===== src/rtl/video_pkg.sv =====
// Shared video timing defaults, pattern-source encodings and colour-bar palette
// used by rgb_timing_gen and rgb_pattern_lut.
package video_pkg;

  localparam int H_ACTIVE_DEF = 1280;
  localparam int H_FP_DEF     = 110;
  localparam int H_SYNC_DEF   = 40;
  localparam int H_BP_DEF     = 220;
  localparam int V_ACTIVE_DEF = 720;
  localparam int V_FP_DEF     = 5;
  localparam int V_SYNC_DEF   = 5;
  localparam int V_BP_DEF     = 20;

  typedef enum logic [1:0] {
    PAT_BARS    = 2'd0,
    PAT_RAMP    = 2'd1,
    PAT_CHECKER = 2'd2,
    PAT_EXT     = 2'd3
  } pattern_e;

  localparam logic [23:0] C_WHITE   = 24'hFFFFFF;
  localparam logic [23:0] C_YELLOW  = 24'hFFFF00;
  localparam logic [23:0] C_CYAN    = 24'h00FFFF;
  localparam logic [23:0] C_GREEN   = 24'h00FF00;
  localparam logic [23:0] C_MAGENTA = 24'hFF00FF;
  localparam logic [23:0] C_RED     = 24'hFF0000;
  localparam logic [23:0] C_BLUE    = 24'h0000FF;
  localparam logic [23:0] C_BLACK   = 24'h000000;

  // Bars run left to right in the classic SMPTE-like order.
  function automatic logic [23:0] bar_colour(input logic [2:0] idx);
    case (idx)
      3'd0:    return C_WHITE;
      3'd1:    return C_YELLOW;
      3'd2:    return C_CYAN;
      3'd3:    return C_GREEN;
      3'd4:    return C_MAGENTA;
      3'd5:    return C_RED;
      3'd6:    return C_BLUE;
      default: return C_BLACK;
    endcase
  endfunction

endpackage


===== src/rtl/rgb_pattern_lut.sv =====
// Combinational colour generator: maps (column, row, source select) to a
// 24-bit {R,G,B} pixel; the external source simply passes i_ext through.
module rgb_pattern_lut
  import video_pkg::*;
#(
  parameter int H_ACTIVE = H_ACTIVE_DEF
) (
  input  logic [10:0] i_col,
  input  logic [9:0]  i_row,
  input  pattern_e    i_sel,
  input  logic [23:0] i_ext,
  output logic [23:0] o_rgb
);

  localparam int BAR_W = H_ACTIVE / 8;

  logic [2:0] w_bar_idx;
  logic       w_unused_row;

  assign w_unused_row = ^{i_row[9:6], i_row[4:0]};

  // Compare chain instead of a divider: the bar index is the last threshold crossed.
  always_comb begin
    w_bar_idx = 3'd0;
    for (int k = 1; k < 8; k++) begin
      if ({21'd0, i_col} >= 32'(k * BAR_W)) w_bar_idx = 3'(k);
    end
  end

  always_comb begin
    o_rgb = C_BLACK;
    case (i_sel)
      PAT_BARS:    o_rgb = bar_colour(w_bar_idx);
      PAT_RAMP:    o_rgb = {i_col[7:0], i_col[7:0], i_col[7:0]};
      PAT_CHECKER: o_rgb = (i_col[5] ^ i_row[5]) ? C_WHITE : C_BLACK;
      PAT_EXT:     o_rgb = i_ext;
      default:     o_rgb = C_BLACK;
    endcase
  end

endmodule


===== src/rtl/rgb_timing_gen.sv =====
// Raster timing generator with built-in test patterns and an external pixel port.
// Optional macro RGB_TPG_SCROLL_EN adds a per-frame horizontal scroll of the built-in patterns.
module rgb_timing_gen
  import video_pkg::*;
#(
  parameter int H_ACTIVE = H_ACTIVE_DEF,
  parameter int H_FP     = H_FP_DEF,
  parameter int H_SYNC   = H_SYNC_DEF,
  parameter int H_BP     = H_BP_DEF,
  parameter int V_ACTIVE = V_ACTIVE_DEF,
  parameter int V_FP     = V_FP_DEF,
  parameter int V_SYNC   = V_SYNC_DEF,
  parameter int V_BP     = V_BP_DEF,
  parameter bit HS_POL   = 1'b1,
  parameter bit VS_POL   = 1'b1
) (
  input  logic        clk_Image_Process,
  input  logic        Rst,
  input  logic        En,
  input  logic [1:0]  Pattern_Sel,
  output logic        Ext_Req,
  input  logic [23:0] Ext_Data,
  output logic [23:0] RGB_Data_Src,
  output logic        RGB_HSync_Src,
  output logic        RGB_VSync_Src,
  output logic        RGB_VDE_Src,
  output logic [10:0] RGB_x_Src,
  output logic [9:0]  RGB_y_Src,
  output logic        Frame_Start
);

  localparam int H_TOTAL = H_ACTIVE + H_FP + H_SYNC + H_BP;
  localparam int V_TOTAL = V_ACTIVE + V_FP + V_SYNC + V_BP;

  localparam logic [10:0] H_LAST       = 11'(H_TOTAL - 1);
  localparam logic [10:0] H_ACT        = 11'(H_ACTIVE);
  localparam logic [10:0] H_SYNC_START = 11'(H_ACTIVE + H_FP);
  localparam logic [10:0] H_SYNC_END   = 11'(H_ACTIVE + H_FP + H_SYNC);
  localparam logic [9:0]  V_LAST       = 10'(V_TOTAL - 1);
  localparam logic [9:0]  V_ACT        = 10'(V_ACTIVE);
  localparam logic [9:0]  V_SYNC_START = 10'(V_ACTIVE + V_FP);
  localparam logic [9:0]  V_SYNC_END   = 10'(V_ACTIVE + V_FP + V_SYNC);

  logic [10:0] r_h_cnt;
  logic [9:0]  r_v_cnt;
  pattern_e    r_sel;

  logic        w_frame_origin;
  logic        w_active;
  logic        w_hs_win;
  logic        w_vs_win;
  pattern_e    w_sel;
  logic [10:0] w_col;
  logic [23:0] w_pix;

  assign w_frame_origin = (r_h_cnt == 11'd0) && (r_v_cnt == 10'd0);
  assign w_active       = (r_h_cnt < H_ACT) && (r_v_cnt < V_ACT);
  assign w_hs_win       = (r_h_cnt >= H_SYNC_START) && (r_h_cnt < H_SYNC_END);
  assign w_vs_win       = (r_v_cnt >= V_SYNC_START) && (r_v_cnt < V_SYNC_END);

  // The select sampled at the frame origin already governs pixel (0,0).
  assign w_sel   = w_frame_origin ? pattern_e'(Pattern_Sel) : r_sel;
  assign Ext_Req = Rst & En & w_active;

`ifdef RGB_TPG_SCROLL_EN
  logic [10:0] r_offset;
  logic [10:0] w_offset;
  logic [11:0] w_col_sum;

  // The offset steps at the frame origin and the stepped value covers the whole frame.
  always_comb begin
    w_offset = r_offset;
    if (w_frame_origin) w_offset = (r_offset == H_ACT - 11'd1) ? 11'd0 : r_offset + 11'd1;
    w_col_sum = {1'b0, r_h_cnt} + {1'b0, w_offset};
    w_col     = (w_col_sum >= {1'b0, H_ACT}) ? 11'(w_col_sum - {1'b0, H_ACT}) : w_col_sum[10:0];
  end

  always_ff @(posedge clk_Image_Process or negedge Rst) begin
    if (!Rst)    r_offset <= '0;
    else if (En) r_offset <= w_offset;
  end
`else
  assign w_col = r_h_cnt;
`endif

  rgb_pattern_lut #(
    .H_ACTIVE (H_ACTIVE)
  ) u_lut (
    .i_col (w_col),
    .i_row (r_v_cnt),
    .i_sel (w_sel),
    .i_ext (Ext_Data),
    .o_rgb (w_pix)
  );

  always_ff @(posedge clk_Image_Process or negedge Rst) begin
    if (!Rst) begin
      r_h_cnt <= '0;
      r_v_cnt <= '0;
      r_sel   <= PAT_BARS;
    end else if (!En) begin
      r_h_cnt <= '0;
      r_v_cnt <= '0;
    end else begin
      r_sel <= w_sel;
      if (r_h_cnt == H_LAST) begin
        r_h_cnt <= '0;
        r_v_cnt <= (r_v_cnt == V_LAST) ? 10'd0 : r_v_cnt + 10'd1;
      end else begin
        r_h_cnt <= r_h_cnt + 11'd1;
      end
    end
  end

  // Every video output is the registered image of the current counter state.
  always_ff @(posedge clk_Image_Process or negedge Rst) begin
    if (!Rst) begin
      RGB_Data_Src  <= '0;
      RGB_HSync_Src <= ~HS_POL;
      RGB_VSync_Src <= ~VS_POL;
      RGB_VDE_Src   <= 1'b0;
      RGB_x_Src     <= '0;
      RGB_y_Src     <= '0;
      Frame_Start   <= 1'b0;
    end else if (!En) begin
      RGB_Data_Src  <= '0;
      RGB_HSync_Src <= ~HS_POL;
      RGB_VSync_Src <= ~VS_POL;
      RGB_VDE_Src   <= 1'b0;
      RGB_x_Src     <= '0;
      RGB_y_Src     <= '0;
      Frame_Start   <= 1'b0;
    end else begin
      RGB_Data_Src  <= w_active ? w_pix : 24'd0;
      RGB_HSync_Src <= w_hs_win ? HS_POL : ~HS_POL;
      RGB_VSync_Src <= w_vs_win ? VS_POL : ~VS_POL;
      RGB_VDE_Src   <= w_active;
      RGB_x_Src     <= w_active ? r_h_cnt : 11'd0;
      RGB_y_Src     <= w_active ? r_v_cnt : 10'd0;
      Frame_Start   <= w_frame_origin;
    end
  end

endmodule

===== config.mk =====
export PLATFORM = sky130hd
export DESIGN_NAME = rgb_timing_gen
export DESIGN_NICKNAME = d
export VERILOG_FILES = /design/src/rtl/video_pkg.sv /design/src/rtl/rgb_pattern_lut.sv /design/src/rtl/rgb_timing_gen.sv
export SDC_FILE = /design/constraint.sdc
export NUM_CORES = 1
export LEC_CHECK = 0
export BUFFER_PORTS_ARGS = -buffer_cell sky130_fd_sc_hd__buf_2
export CAP_MARGIN = 20
export CORE_MARGIN = 5
export CORE_UTILIZATION = 25
export DETAILED_ROUTE_END_ITERATION = 8
export SETUP_SLACK_MARGIN = 0.02
export SYNTH_ARGS = -nofsm -noshare
export SYNTH_HDL_FRONTEND = slang
export SYNTH_SLANG_ARGS = --single-unit

===== constraint.sdc =====
create_clock -name clk_Image_Process -period 4.2 [get_ports clk_Image_Process]
set_clock_uncertainty 0.05 [all_clocks]
set_input_delay 0.63 -clock clk_Image_Process [delete_from_list [all_inputs] [get_ports clk_Image_Process]]
set_output_delay 0.63 -clock clk_Image_Process [all_outputs]
set_load 0.01 [all_outputs]

**After elaboration in Yosys (flattened, before gate mapping)**

Cells that the tools add are included.

- Bitwise logic cells: 3
- Shift operators: 0
- $lt $le $gt $ge: 13
- $add $sub $neg: 2
- Div/mod/pow operators: 0
- Multipliers: 0
- Reductions and logical operators: 8
- Eq/ne operators: 12
- Muxes and demuxes: 28

Operators by type and width:

| operator | number |
|---|---|
| case mux 24 bit (7 select lines) | 1 |
| case mux 24 bit (4 select lines) | 1 |
| two-way mux 24 bit | 3 |
| two-way mux 10 bit | 5 |
| two-way mux 11 bit | 4 |
| >= comparator 11 x 10 -> 1 bit, second input constant | 3 |
| >= comparator 11 bit, second input constant | 2 |
| >= comparator 11 x 9 -> 1 bit, second input constant | 2 |
| < comparator 11 bit, second input constant | 2 |
| < comparator 10 bit, second input constant | 2 |
| two-way mux 3 bit | 4 |
| adder 11 x 1 -> 11 bit, second input constant | 1 |
| equality test 11 bit, second input constant | 1 |
| >= comparator 11 x 8 -> 1 bit, second input constant | 1 |
| logical NOT 11 bit | 1 |
| adder 10 x 1 -> 10 bit, second input constant | 1 |
| equality test 10 bit, second input constant | 1 |
| >= comparator 10 bit, second input constant | 1 |
| logical NOT 10 bit | 1 |
| equality test 3 bit, second input constant | 3 |
| two-way mux 1 bit | 7 |
| equality test 3 x 2 -> 1 bit, second input constant | 2 |
| two-way mux 2 bit | 3 |
| equality test 2 bit, second input constant | 2 |
| other kinds (8) | 12 |

- ROM bits: 0
- Latch bits: 0
- Word-level logic and storage cells: 76
- Memories kept: 0
- Register bits: 72
- RAM bits: 0

**Longest topological paths before layout**

- Depth after elaboration: 13
- Mapped depth: 8

**Modules after synthesis**

A second synthesis with hierarchy kept.

- Cells, all modules: 323
- Area, all modules: 3532.1 um^2

By module, submodules not included:

| module | seq. area each (um^2) | area an instance (um^2) | cells each | instances |
|---|---|---|---|---|
| rgb_timing_gen | 1801.7 | 3024.2 | 260 | 1 |
| rgb_pattern_lut | 0.0 | 508.0 | 63 | 1 |

**Worst setup path before layout**

Ideal clock, no wire load.

- Path kind: register -> register
- Start: register r_v_cnt[1]
- End: register RGB_Data_Src[6]
- Clock period less this slack: 2.133 ns
- Setup slack: 2.067 ns
- Data arrival time: 1.936 ns
- Stages on the path, launching flop included: 9
- Buffers on the path: 1
- Required time: 4.003 ns
- Library setup time: 0.147 ns
- Cells stage by stage: dfrtp_1 > inv_1 > ha_1 > nor4b_2 > nand3_1 > or3_1 > clkbuf_1 > a22oi_1 > a211oi_1

- Word-level cells in the longest chain between the ends: 7

RTL lines:

| what | RTL line | text |
|---|---|---|
| start, declared | rgb_timing_gen.sv:45 | `logic [9:0] r_v_cnt;` |
| start signal, assigned | rgb_timing_gen.sv:108 | `r_v_cnt <= (r_v_cnt == V_LAST) ? 10'd0 : r_v_cnt + 10'd1;` |
| logical NOT 10 bit | rgb_timing_gen.sv:56 | `assign w_frame_origin = (r_h_cnt == 11'd0) && (r_v_cnt == 10'd0);` |
| logical AND 1 bit | rgb_timing_gen.sv:56 |  |
| two-way mux 2 bit | rgb_timing_gen.sv:62 | `assign w_sel = w_frame_origin ? pattern_e'(Pattern_Sel) : r_sel;` |
| equality test 2 bit, or another cell as far along | rgb_pattern_lut.sv:32 | `case (i_sel)` |
| case mux 24 bit (4 select lines) | rgb_pattern_lut.sv:32 |  |
| two-way mux 24 bit * | rgb_timing_gen.sv:134 | `RGB_Data_Src <= w_active ? w_pix : 24'd0;` |
| two-way mux 24 bit * | rgb_timing_gen.sv:125 | `end else if (!En) begin` |
| end signal, assigned | rgb_timing_gen.sv:134 |  |
| end, declared | rgb_timing_gen.sv:23 | `output logic [23:0] RGB_Data_Src,` |

Mark *: on every way between the ends. The rest lies on a longest branch, timed or not.
A chain may end at the register's enable or synchronous reset.

**Worst setup path in the final report**

- Start: register r_v_cnt[4]
- End: output Ext_Req

- Word-level cells in the longest chain between the ends: 3

RTL lines:

| what | RTL line | text |
|---|---|---|
| < comparator 10 bit | rgb_timing_gen.sv:57 | `assign w_active = (r_h_cnt < H_ACT) && (r_v_cnt < V_ACT);` |
| logical AND 1 bit | rgb_timing_gen.sv:57 |  |
| bitwise AND 1 bit | rgb_timing_gen.sv:63 | `assign Ext_Req = Rst & En & w_active;` |
| end, declared | rgb_timing_gen.sv:21 | `output logic Ext_Req,` |

Every way passes these cells.

==> reports/summary.txt <==
hold_buf cts = 0
Met3 Wirelength = 696 um
post-synthesis compound-gate area fraction = 0.184
Routed WL = 9180 um
Clock transition at path regs = 50 ps
Yosys reg bits = 72
CP Class = flip-flop to primary output
Pleak = 1.99 nW
CTS H-Tree Depth = 3
Final Hold Viols = 0
top sig layer = met4
ANT cells = 0
metal2 WL = 4270 um
Die ar. = 16400 um2
I/O Buffers = 78
DRC violations left = 0
post-synthesis mux area share = 0.00647
Post-Place Setup Slack = 1470 ps
1st-iter DRT viols = 129
Area after DPL = 4000 um2
DP Wirelength = 6440 um
Critical Path Most Common Cell = nor2_1
status = finished clean
Core ar. = 13800 um2
drt first pass iters = 4
wire length per cell = 15.4 um
wire length on met1 = 4020 um
first-pass GRT wire length = 14500 um
Setup TNS = 0 ps
Via-to-Cell Ratio = 4.70
register area share after synthesis = 0.518
Routed Antenna Nets = 0
Worst-Margin Slew = 783 ps
crit path launch type = flip-flop
synthesized area per cell = 10.1 um2
Critical Path Max Stage Delay = 460 ps
Final Power = 1.75 mW
crit-path cells = nor2_1 -> nor2_1 -> o21ai_0 -> nand3_1 -> inv_1 -> and2_1 -> buf_2
CTS Buffer Depth = 2
starting density of the core = 0.253
largest family of logic cells by synthesized area = simple AND/OR/NAND/NOR gates
Async S/R FF share, synth = 1.00
number of global-route vias before repair = 2838
clock sinks = 72
Setup crit end kind = primary output
Post-synth EDFFs = 0
hold slack = 275 ps
post-synthesis adder-cell area fraction = 0.0252
WP data arrival = 2100 ps
setup ws final = 1420 ps
period utilization = 0.662
Slew Limit Fails = 0
Die X = 128 um
Congestion Overflow GR = 0
CTS buffer count = 9
final instance area = 4290 um2
Max-Slew Margin vs Limit = 0.478
most instantiated cells after synthesis = 72 x dfrtp_1, 41 x o21ai_0, 30 x nor2_1
initial antenna violation count = 0
Synth cell types = 55
Root Buffer = clkbuf_16
YS warnings = 0
Synth area leader = dfrtp_1
largest cells by area after synthesis = dfrtp_1 52%, o21ai_0 5.9%, a211oi_1 4.1%
I/O pin count = 79
RSZ-0062 raised after global routing = false
cell with the most instances after synthesis = dfrtp_1
Die Height = 128 um
Tmin final = 2780 ps
Rows = 43
crit path max fanout = 15
clk_lat worst skew = 340 ps
maximum clock rate = 0.360 GHz
CP required = 3520 ps
Post-Synth XOR/XNOR Area = 0.0252
cell count after synthesis = 344
ratio of cells with drive above 1 in the final layout = 0.257
Final Wtd Congestion = 0.855
via count = 2808
All-Layer GR Usage = 0.114
Synth Area in Simple Gates = 0.196
TritonCTS clock tree = yes
largest net degree at the start of global routing = 40
Mapped Area = 3480 um2
syn_nets = 380
Max VDD drop = 0.165 mV
Setup Fix Bufs, Post-CTS = 0
post-CTS sizing = 0
max_cap viols = 0
Syn-to-layout area delta = 23.3%
Top FF cell, synth = dfrtp_1
setup violators final = 0
CP max stage cell = dfrtp_1
top cell type's share of synthesized area = 0.518
type of the worst min-delay path = primary input to asynchronous set/reset pin
pwr/cell area = 408 nW/um2
nets = 449
==> sequential cells by signal, summed over array words and instances, names as in the netlist <==
signal / cells
RGB_VSync_Src: 1
RGB_y_Src: 10
RGB_HSync_Src: 1
r_v_cnt: 10
RGB_x_Src: 11
RGB_VDE_Src: 1
r_sel: 2
RGB_Data_Src: 24
r_h_cnt: 11
Frame_Start: 1
==> per-layer routing <==
layer,global-route usage,vias up
met4,0.0518,0
met1,0.141,1345
li1,-,1362
met5,0,-
met2,0.176,88
met3,0.0446,13
==> critical path, delay by kind of cell (launching register included) <==
family | cells | cell delay (ps)
AND/OR/NAND/NOR | 4 | 620
AO/OA/AOI/OAI | 1 | 260
flip-flops | 1 | 460
buffers and inverters | 2 | 420
==> report_power, final <==
part	switching (mW)	internal (mW)
Sequential	0.0255	0.743
Combinational	0.148	0.0911
Clock	0.272	0.471
Total	0.445	1.30
==> metrics by stage <==
| step | util | instances |
|---|---|---|
| 2_1_floorplan | - | 344 |
| 3_3_place_gp | 0.291 | 582 |
| 3_5_place_dp | 0.291 | 582 |
| 4_1_cts | 0.312 | 597 |
| 5_1_grt | 0.312 | 597 |
| 6_report | 0.312 | 597 |
==> cell type report <==
cell class	instances	area [um2]
timing repair buffer	81	413
fill	1444	9480
sequential	72	1800
clock buffer	12	246
multi-input combinational	237	1520
inverter	12	45.0
tap	180	225
clock inverter	3	42.5
==> cell usage in the layout (no fill, tap or decap), drive strengths merged, types with 3 or more instances in the layout <==
cell | Yosys | layout
nor3 | 10 | 10
a311oi | 6 | 6
nand2 | 19 | 19
nor2 | 30 | 30
ha | 7 | 7
and3 | 4 | 4
buf | 11 | 81
clkbuf | 12 | 12
o21ai | 45 | 45
o31ai | 3 | 3
xnor2 | 6 | 6
a211oi | 19 | 19
xor2 | 4 | 4
a31oi | 3 | 3
inv | 12 | 12
and2 | 17 | 17
nand3 | 13 | 13
nor2b | 7 | 7
dfrtp | 72 | 72
a21oi | 8 | 8
nor4 | 4 | 4
==> final timing paths <==
path / startpoint / to / slack [ps] / cells past startpoint
min reg2reg: r_h_cnt[0] / r_h_cnt[0] / 500 / 1
min: Rst / RGB_Data_Src[10] / 270 / 2
max reg2reg: r_v_cnt[1] / RGB_Data_Src[8] / 1470 / 7
max: r_v_cnt[4] / Ext_Req / 1420 / 7
max in group asynchronous: Rst / RGB_Data_Src[14] / 2980 / 3
min in group clk_Image_Process: r_h_cnt[0] / r_h_cnt[0] / 500 / 1
==> logic make-up after synthesis <==
logic type,after synthesis
adders and majority gates,7
and+or+nand+nor,121
AOI/OAI and AO/OA,97
xor gates and xnor gates,10
buffers and inverters,35
muxes,2
DFF,72
Power figures use the tool's default switching activity.
